## src/rtl/mem_port_arbiter.sv

```systemverilog
// mem_port_arbiter: shares one RAM port between instruction fetch and data access, data first
module mem_port_arbiter #(
  parameter int LATENCY = 2
) (
  input  logic        clk,
  input  logic        rst,
  input  logic        if_req,
  input  logic [31:0] if_addr,
  input  logic        mem_rd,
  input  logic        mem_wr,
  input  logic [31:0] mem_addr,
  input  logic [31:0] mem_wdata,
  output logic [31:0] ram_addr,
  output logic [31:0] ram_wdata,
  output logic        ram_re,
  output logic        ram_we,
  input  logic [31:0] ram_rdata,
  output logic [31:0] if_rdata,
  output logic        if_ready,
  output logic [31:0] mem_rdata,
  output logic        mem_ready,
  output logic        stall
);
  typedef enum logic [2:0] {IDLE, BUSY_I, BUSY_D, DONE_I, DONE_D} state_t;
  state_t state;
  logic [3:0] cnt;
  logic grant_d, grant_i, last;
  // a port being acknowledged in DONE still shows its request; it must not win again
  always_comb begin
    grant_d = (mem_rd | mem_wr) && state != DONE_D;
    grant_i = !grant_d && if_req && state != DONE_I;
    last = cnt == 4'(LATENCY - 1);
    stall = (if_req & ~if_ready) | ((mem_rd | mem_wr) & ~mem_ready);
  end
  always_ff @(posedge clk)
    if (rst) begin
      state <= IDLE;
      cnt <= 4'd0;
      ram_re <= 1'b0;
      ram_we <= 1'b0;
      if_ready <= 1'b0;
      mem_ready <= 1'b0;
      ram_addr <= 32'd0;
      ram_wdata <= 32'd0;
      if_rdata <= 32'd0;
      mem_rdata <= 32'd0;
    end else begin
      if_ready <= 1'b0;
      mem_ready <= 1'b0;
      case (state)
        BUSY_I, BUSY_D: begin
          cnt <= last ? 4'd0 : cnt + 4'd1;
          if (last) begin
            ram_re <= 1'b0;
            ram_we <= 1'b0;
            if (state == BUSY_I) begin
              state <= DONE_I;
              if_ready <= 1'b1;
              if_rdata <= ram_rdata;
            end else begin
              state <= DONE_D;
              mem_ready <= 1'b1;
              if (ram_re) mem_rdata <= ram_rdata;
            end
          end
        end
        default: begin
          state <= grant_d ? BUSY_D : grant_i ? BUSY_I : IDLE;
          if (grant_d) begin
            ram_addr <= mem_addr;
            ram_wdata <= mem_wdata;
            ram_we <= mem_wr;
            ram_re <= ~mem_wr;
          end else if (grant_i) begin
            ram_addr <= if_addr;
            ram_re <= 1'b1;
            ram_we <= 1'b0;
          end
        end
      endcase
    end
endmodule
```

## config.mk

```make
export PLATFORM = sky130hd
export DESIGN_NAME = mem_port_arbiter
export DESIGN_NICKNAME = d
export VERILOG_FILES = /design/src/rtl/mem_port_arbiter.sv
export SDC_FILE = /design/constraint.sdc
export NUM_CORES = 1
export LEC_CHECK = 0
export CORE_MARGIN = 10
export CORE_UTILIZATION = 25
export CTS_BUF_LIST = sky130_fd_sc_hd__clkbuf_4
export DETAILED_ROUTE_END_ITERATION = 6
export PLACE_DENSITY = 0.59
export SETUP_SLACK_MARGIN = 0.1
export SYNTH_ARGS = -nofsm -noshare
export SYNTH_HDL_FRONTEND = slang
export SYNTH_SLANG_ARGS = --single-unit
export TNS_END_PERCENT = 50
```

## constraint.sdc

```tcl
create_clock -name clk -period 5.8 [get_ports clk]
set_clock_uncertainty 0.15 [all_clocks]
set_input_delay 0.58 -clock clk [delete_from_list [all_inputs] [get_ports clk]]
set_output_delay 0.58 -clock clk [all_outputs]
set_load 0.05 [all_outputs]
```

==> impl_metrics.py, run 1 <==
metrics = {
    "outcome": {
        "outcome": "finished clean",
    },
    "power_and_ir_drop": {
        "power_frac_comb_pct": 34.4,
        "clkPwrFrac_pct": 24.3,
        "power.switching_mw": 1.06,
        "sw_frac_of_total_pct": 39.9,
        "seq_power_share_pct": 41.4,
        "power_density_nw_per_um2": 310,
        "intPower_mw": 1.60,
        "ir_drop_uv": 153,
        "power_mw": 2.66,
        "power.leakage_nw": 3.03,
    },
    "detailed_routing": {
        "wl_met1_mm": 8.88,
        "drtPass1Iterations": 4,
        "wire_per_inst_um": 17.2,
        "dr_wl_met3_mm": 2.18,
        "drtIter0Drc": 253,
        "drt-total-wl_mm": 20.6,
        "vias": 5395,
        "ant_nets": 0,
        "viasPerCell": 4.51,
        "top_layer": "met4",
        "wl_met2_mm": 9.35,
        "drc": 0,
    },
    "timing": {
        "post-route-period-util_pct": 53.0,
        "hold_viol": 0,
        "max_freq_mhz": 325,
        "grt_setup_unrepaired": "false",
        "tns_ns": 0,
        "worst_pin_slew_ns": 1.11,
        "setup_viol": 0,
        "fin_crit_ns": 3.07,
        "whs_ns": 0.312,
        "slew_headroom_pct": 25.8,
        "slew_viol_final": 0,
    },
    "critical_path": {
        "critPathCaptureType": "output pin",
        "cp.required_ns": 5.07,
        "crit_top_cell": "clkdlybuf4s50_1",
        "criticalPathCategory": "in2out",
        "critPathTopFamily": "buffers and inverters",
        "worstPathArrival_ns": 2.34,
        "slowest_stage": "clkdlybuf4s50_1",
        "cp-start-kind": "input port",
        "path_max_fanout": 5,
        "cpPeakStageDelay_ns": 0.83,
        "path_cells": "clkdlybuf4s50_1 -> nor2_1 -> o22ai_1 -> clkdlybuf4s50_1",
        "crit_buf_inv": 2,
    },
    "cts": {
        "htreeDepth": 4,
        "numCtsBuffers": 17,
        "post_cts_buffers": 0,
        "clockBufferDepth": 2,
        "root_buffer": "clkbuf_4",
        "cts_tree": "done",
        "clk_pin_slew_ns": 0.12,
        "clkLatencyLatePin_ns": 0.52,
        "clkSinkCount": 139,
        "cts.hold.buffers_added": 0,
        "post_cts_resized": 0,
    },
    "final_layout": {
        "syn2layout_area_growth_pct": 55.6,
        "final_common_cell": "clkdlybuf4s50_1",
        "layout.nets": 1035,
        "multi_input_area_um2": 2450,
        "regArea_um2": 2780,
        "final_cell_area_um2": 8590,
        "layout-drive-gt1-share_pct": 6.89,
        "most-common-layout-cells": "clkdlybuf4s50_1 (264), nand2_1 (249), dfxtp_1 (139), a21oi_1 (98), mux2i_1 (34)",
        "fillCellCount": 2278,
    },
    "synth": {
        "synth_area_leaders": "dfxtp_1 (50%), nand2_1 (17%), a21oi_1 (8.9%), mux2i_1 (6.2%), a311oi_1 (5.1%)",
        "ys_seq_area_share_pct": 50.4,
        "syn_area_per_cell_um2": 8.30,
        "syn_inst": 665,
        "syn_nets": 798,
        "synth_edf_count": 0,
        "ys_ff_latch": 139,
        "yosysWarnings": 0,
        "async_flop_share_pct": 0,
        "synth_cell_types": 38,
        "synth_top_area_cell": "dfxtp_1",
        "synth_area_um2": 5520,
        "synth-main-ff-cell": "dfxtp_1",
        "yosysTopAreaCellShare_pct": 50.4,
    },
    "floorplan": {
        "core_area_um2": 21800,
        "die_y_um": 169,
        "ios": 266,
        "initial_core_util_pct": 25.4,
        "die_area_um2": 28400,
        "num_rows": 54,
        "die_w_um": 169,
    },
    "placed_design": {
        "post-dp-hpwl_mm": 14.8,
        "gp_congestion": 0.806,
        "portBuffers": 265,
        "placed_cell_area_um2": 8310,
    },
    "global_route": {
        "grt-ovfl-total": 0,
        "grt_usage_pct": 13.8,
        "antenna_found_initial": 2,
        "grt_pass1_wl_mm": 31.2,
        "grt_pass1_vias": 5507,
        "grt_max_degree": 67,
    },
    "job": {
        "cap_violations": 0,
    },
    "hold_path": {
        "hold_class": "reg2reg",
    },
}
[power groups by stage]
stage          clock network [mW]  registers (mW)  logic, mW
3_5_place_dp                    0            1.12      0.925
6_report                    0.646            1.10      0.914
2_1_floorplan                   0            1.41      0.280
5_1_grt                     0.715            1.11      0.976
3_3_place_gp                    0            1.12      0.925
4_1_cts                     0.679            1.10      0.928
[cell type report]
type	count	share of cell area, %
multi-input cells	468	28.5
clock buffers	17	1.48
flip-flops and latches	139	32.4
well taps	280	4.08
repair buffers	274	31.6
inverters	2	0.0873
diodes	1	0.0291
clock inverters	15	1.79
[logic make-up (layout without fill, tap and decap cells)]
family | count (synthesis) | count (layout) | synth area share (%)
DFF | 139 | 139 | 50.4
AOI/OAI and AO/OA | 140 | 140 | 15.4
xor gates and xnor gates | 4 | 4 | 0.634
buffers and inverters | 58 | 308 | 5.71
and+or+nand+nor | 290 | 290 | 21.7
other | 0 | 1 | 0
muxes | 34 | 34 | 6.16
[cell usage after synthesis, drive strengths merged, types with 2 or more instances]
cell	n
inv	2
nor2	8
mux2i	34
dfxtp	139
nand3	2
nor3b	2
nand2b	2
o21ai	4
nor2b	3
nor4	3
a311oi	32
nor3	5
clkbuf	34
nand2	258
xnor2	3
a21oi	98
buf	21
[per-stage QoR]
| stage | setup slack, ns | std cells | utilization [%] |
|---|---|---|---|
| after floorplan | 3.67 | 665 | - |
| after global placement | 2.76 | 1163 | 38.2 |
| after detailed placement | 2.70 | 1163 | 38.2 |
| after CTS | 2.74 | 1195 | 39.5 |
| after global routing | 2.63 | 1196 | 39.5 |
| final | 2.73 | 1196 | 39.5 |
[state kept, by name, summed over array words and instances (netlist names), 3 cells and up]
name and count:
ram_addr 32, cnt 4, state 3, if_rdata 32
ram_wdata 32, mem_rdata 32
[routing by layer]
layer  track usage [%]  up-vias
met3              7.53       11
li1                  -     2704
met1              15.7     2492
met5                 0        -
met4              3.37        0
met2              22.2      188
[final timing paths]
kind	startpoint	endpoint	slack (ns)	cells after the start
worst max-delay path	mem_wr	stall	2.73	4
worst min-delay path	if_rdata[1]	if_rdata[1]	0.31	2
worst min register to register	if_rdata[1]	if_rdata[1]	0.31	2
worst max register to register	state[2]	ram_addr[24]	3.08	6
[tightest hold or removal path, cell delays in order, from the launching register on]
cell     delay [ns]
dfxtp_1        0.33
nand2_1        0.05
a21oi_1        0.05
No activity file was read; power rests on OpenSTA's default activity.
==> run 2: changes to the inputs <==
- PLACE_DENSITY: 0.59 -> 0.61
- clock period: 5.8 -> 2.7 ns (I/O delays scaled with it)
==> impl_metrics.py, run 2 (synthesized netlist as in run 1, its figures left out) <==
metrics = {
    "outcome": {
        "outcome": "finished clean",
    },
    "placed_design": {
        "pre_cts_slack_ns": 0.309,
        "portBuffers": 265,
        "post-dp-hpwl_mm": 14.4,
        "gp_congestion": 0.746,
    },
    "global_route": {
        "grt_use_met1_pct": 16.4,
        "grt-busiest-layer": "met2",
        "grt_usage_pct": 13.4,
        "antenna_found_initial": 0,
        "grt-ovfl-total": 0,
        "grt_max_degree": 65,
        "globalRouteMet2Util_pct": 20.8,
        "grt_pass1_wl_mm": 30.8,
        "grt.met3_usage_pct": 6.07,
        "grt_pass1_vias": 5329,
    },
    "timing": {
        "setup_slack_ns": 0.443,
        "slew_viol_final": 0,
        "grt_setup_unrepaired": "false",
        "slew_headroom_pct": 31.9,
        "setup_viol": 0,
        "hold_viol": 0,
        "tns_ns": 0,
        "post-route-period-util_pct": 83.6,
        "fin_crit_ns": 2.26,
        "worst_pin_slew_ns": 1.02,
        "max_freq_mhz": 443,
    },
    "cts": {
        "clkLatencyLatePin_ns": 0.55,
        "post_cts_resized": 0,
        "cts_tree": "done",
        "htreeDepth": 4,
        "clockBufferDepth": 2,
        "numCtsBuffers": 17,
        "clk_pin_slew_ns": 0.15,
        "post_cts_buffers": 0,
        "clkSinkCount": 139,
        "root_buffer": "clkbuf_4",
        "cts.hold.buffers_added": 0,
    },
    "power_and_ir_drop": {
        "power_density_nw_per_um2": 681,
        "ir_drop_uv": 314,
        "power_mw": 5.94,
        "power.leakage_nw": 3.09,
    },
    "hold_path": {
        "hold_class": "in2reg",
        "min_to": "ram_wdata[15]",
        "holdPathStages": 3,
        "hp-start": "mem_wdata[15]",
    },
    "critical_path": {
        "cp-start-kind": "register",
        "reg2reg_from": "state[0]",
        "path_cells": "xnor2_1 -> o221ai_4 -> nand2_1 -> a21oi_1",
        "ff2ff_path_depth": 4,
        "slowest_stage": "xnor2_1",
        "rr_endpoint": "ram_wdata[21]",
        "critPathCaptureType": "register",
        "path_max_fanout": 33,
        "rrSetupSlack_ns": 0.44,
        "criticalPathCategory": "reg2reg",
        "cpPeakStageDelay_ns": 0.68,
        "cp.required_ns": 2.96,
        "worstPathArrival_ns": 2.51,
    },
    "detailed_routing": {
        "drc": 0,
        "vias": 5338,
        "ant_nets": 0,
        "wire_per_inst_um": 16.4,
        "viasPerCell": 4.44,
        "drtPass1Iterations": 4,
        "drtIter0Drc": 383,
        "drt-total-wl_mm": 19.6,
    },
    "final_layout": {
        "antenna_cells": 0,
        "layout-drive-gt1-share_pct": 7.60,
        "most-common-layout-cells": "clkdlybuf4s50_1 (263), nand2_1 (249), dfxtp_1 (139), a21oi_1 (98), mux2i_1 (34)",
        "syn2layout_area_growth_pct": 57.9,
        "fin_util_pct": 40.1,
        "layout.nets": 1041,
        "fillCellCount": 2227,
        "final_common_cell": "clkdlybuf4s50_1",
    },
    "floorplan": {
        "ios": 266,
        "core_area_um2": 21800,
        "die_area_um2": 28400,
        "num_rows": 54,
        "die_y_um": 169,
        "initial_core_util_pct": 25.4,
        "die_w_um": 169,
    },
    "job": {
        "cap_violations": 0,
    },
}
==> run 2: cell count changes in the layout (fill, tap and decap cells not counted), sizes merged <==
cell,change
clkinvlp,+1
buf,+7
clkdlybuf4s50,-1
diode,-1
bufinv,+3
inv,-4
==> run 2: worst max path at each step <==
stage,from,to,slack [ns],depth (start not counted)
6_report,state[0],ram_wdata[21],0.44,4
5_1_grt,state[0],ram_wdata[26],0.25,4
4_1_cts,state[0],ram_wdata[3],0.37,4
3_5_place_dp,mem_rd,ram_addr[19],0.31,5
3_3_place_gp,mem_rd,ram_addr[24],0.35,5
2_1_floorplan,cnt[3],if_rdata[10],0.74,7
==> run 2: area by class of cell <==
| cell class | count | area, µm² | share of cell area (%) |
|---|---|---|---|
| Clock buffer | 17 | 128 | 1.46 |
| Clock inverter | 15 | 214 | 2.45 |
| Inverter | 2 | 7.51 | 0.0861 |
| Multi-Input combinational cell | 468 | 2450 | 28.1 |
| Sequential cell | 139 | 2780 | 31.9 |
| Tap cell | 280 | 350 | 4.02 |
| Timing Repair Buffer | 280 | 2790 | 31.9 |
==> run 2: per-layer routing <==
metal	up-vias	share of wire (%)
met5	-	0
met4	0	1.0
met3	13	10
met2	181	45
met1	2422	44
li1	2722	-
==> run 2: worst max-delay path, delay by kind of cell (launching register included) <==
family / cells / cell delay (ns)
AOI/OAI and AO/OA: 2 / 0.66
xor gates and xnor gates: 1 / 0.68
DFF: 1 / 0.41
and+or+nand+nor: 1 / 0.20
==> run 2: report_power, final <==
group / switching (mW) / total [mW] / internal (mW)
Combinational: 1.26 / 1.98 / 0.718
Clock: 0.851 / 1.60 / 0.752
Sequential: 0.109 / 2.36 / 2.25
==> run 2: through the flow <==
stage               cell area [µm²]  instances  hold WS (ns)
CTS                            8720       1201        0.0364
detailed placement             8380       1169         0.297
global route                   8720       1201        0.0627
floorplan                      5520        665         0.256
finish                         8720       1201         0.112
global placement               8380       1169         0.291
==> run 3: changes to the inputs <==
- PLACE_DENSITY: 0.61 -> 0.59
- clock period: 2.7 -> 2.3 ns (I/O delays scaled with it)
==> impl_metrics.py, run 3 (synthesized netlist as in run 1, its figures left out) <==
metrics = {
    "power_and_ir_drop": {
        "power_density_nw_per_um2": 760,
        "seq_power_share_pct": 41.0,
        "power.leakage_nw": 3.92,
        "intPower_mw": 4.09,
        "sw_frac_of_total_pct": 39.5,
        "power_frac_comb_pct": 35.0,
        "power_mw": 6.76,
        "clkPwrFrac_pct": 24.0,
        "ir_drop_uv": 323,
        "power.switching_mw": 2.67,
    },
    "hold_path": {
        "hold_class": "in2reg",
        "holdPathStages": 3,
    },
    "final_layout": {
        "final_cell_area_um2": 8890,
        "syn2layout_area_growth_pct": 61.0,
        "layout-drive-gt1-share_pct": 8.31,
        "most-common-layout-cells": "nand2_1 (249), clkdlybuf4s50_1 (210), dfxtp_1 (139), a21oi_1 (98), dlymetal6s2s_1 (48)",
        "fin_util_pct": 40.9,
        "layout.nets": 1047,
        "final_common_cell": "nand2_1",
    },
    "detailed_routing": {
        "wire_per_inst_um": 16.9,
        "wl_met2_mm": 9.23,
        "dr_wl_met3_mm": 2.17,
        "viasPerCell": 4.46,
        "drc": 0,
        "vias": 5382,
        "ant_nets": 0,
        "top_layer": "met4",
        "drtPass1Iterations": 4,
        "drt-total-wl_mm": 20.4,
        "wl_met1_mm": 8.80,
        "drtIter0Drc": 346,
    },
    "timing": {
        "fin_crit_ns": 2.10,
        "slew_viol_final": 0,
        "post-route-period-util_pct": 91.5,
        "hold_viol": 0,
        "slew_headroom_pct": 49.8,
        "setup_viol": 0,
        "worst_pin_slew_ns": 0.754,
        "max_freq_mhz": 475,
        "grt_setup_unrepaired": "true",
        "tns_ns": 0,
        "whs_ns": 0.0663,
    },
    "critical_path": {
        "rr_endpoint": "mem_rdata[6]",
        "critPathCaptureType": "output pin",
        "worstPathArrival_ns": 1.72,
        "criticalPathCategory": "reg2out",
        "setup.worst_path.start": "ram_addr[30]",
        "crit_buf_inv": 1,
        "path_max_fanout": 2,
        "critPathTopFamily": "buffers and inverters",
        "cpPeakStageDelay_ns": 0.81,
        "cp.required_ns": 1.92,
        "slowest_stage": "clkdlybuf4s50_1",
        "cp-start-kind": "register",
        "cp.depth": 1,
        "ff2ff_path_depth": 5,
        "crit_path_end": "ram_addr[30]",
        "rrSetupSlack_ns": 0.27,
        "reg2reg_from": "cnt[3]",
        "path_cells": "clkdlybuf4s50_1",
    },
    "cts": {
        "post_cts_buffers": 0,
        "htreeDepth": 4,
        "numCtsBuffers": 17,
        "clockBufferDepth": 2,
        "clk_pin_slew_ns": 0.16,
        "clkLatencyLatePin_ns": 0.52,
        "cts_tree": "done",
        "root_buffer": "clkbuf_4",
        "clkSinkCount": 139,
    },
    "global_route": {
        "grt_usage_pct": 13.9,
        "antenna_found_initial": 2,
        "grt_max_degree": 66,
        "grt_pass1_vias": 5404,
        "grt_pass1_wl_mm": 31.5,
        "grt-ovfl-total": 0,
    },
    "placed_design": {
        "gp_congestion": 0.763,
        "post-dp-hpwl_mm": 14.8,
        "portBuffers": 265,
        "placed_cell_area_um2": 8490,
    },
    "floorplan": {
        "ios": 266,
        "die_y_um": 169,
        "num_rows": 54,
        "die_w_um": 169,
        "core_area_um2": 21800,
        "die_area_um2": 28400,
        "initial_core_util_pct": 25.4,
    },
    "job": {
        "cap_violations": 0,
    },
    "outcome": {
        "outcome": "finished clean",
    },
}
[run 3: cell types whose count changed in the layout (fill, tap and decap cells not counted), sizes merged, moves of 3 or more]
cell / delta
buf: +6
bufinv: -3
clkdlybuf4s50: -53
dlygate4sd2: +5
dlymetal6s2s: +48
inv: +4
[run 3: power by group through the flow]
| stage | Sequential (mW) | Combinational [mW] | Clock, mW |
|---|---|---|---|
| 6_report | 2.77 | 2.36 | 1.62 |
| 5_1_grt | 2.81 | 2.52 | 1.83 |
| 4_1_cts | 2.78 | 2.40 | 1.71 |
| 3_5_place_dp | 2.83 | 2.41 | 0 |
| 3_3_place_gp | 2.82 | 2.41 | 0 |
| 2_1_floorplan | 3.55 | 0.706 | 0 |
[run 3: how the worst min path moves through the flow]
stage,start,endpoint,slack [ns]
floorplan,ram_rdata[11],if_rdata[11],0.22
global placement,mem_rdata[2],mem_rdata[2],0.29
detailed placement,ram_wdata[13],ram_wdata[13],0.30
CTS,rst,mem_rdata[20],0.0008
global route,mem_wdata[20],ram_wdata[20],0.008
finish,rst,ram_re,0.07
[run 3: per-layer routing]
metal / vias up / track usage [%]
met5: - / 0
met4: 0 / 3.37
met3: 12 / 7.11
met2: 188 / 21.6
met1: 2449 / 16.6
li1: 2733 / -
[run 3: worst min-delay path, delay by kind of cell]
family / cells / cell delay [ns]
AO/OA/AOI/OAI: 1 / 0.18
buffers and inverters: 2 / 0.29
[run 3: what timing repair did]
action | in CTS | in global routing
endpoints found under the setup margin | 11 | 122
pin swaps | 0 | 0
hold buffers | 0 | 0
gates resized for setup | 5 | 49
[run 3: area by class of cell]
cell class / instances / area [µm²]
Tap cell: 280 / 350
Multi-Input combinational cell: 468 / 2460
Clock inverter: 15 / 154
Clock buffer: 17 / 128
Antenna cell: 1 / 2.50
Fill cell: 2244 / 12900
Inverter: 2 / 7.51
Timing Repair Buffer: 286 / 3010
Sequential cell: 139 / 2780
[run 3: through the flow]
stage / instances / setup slack (ns)
global route: 1208 / 0.0815
global placement: 1175 / 0.292
floorplan: 665 / 0.338
detailed placement: 1175 / 0.254
finish: 1208 / 0.196
CTS: 1207 / 0.0709
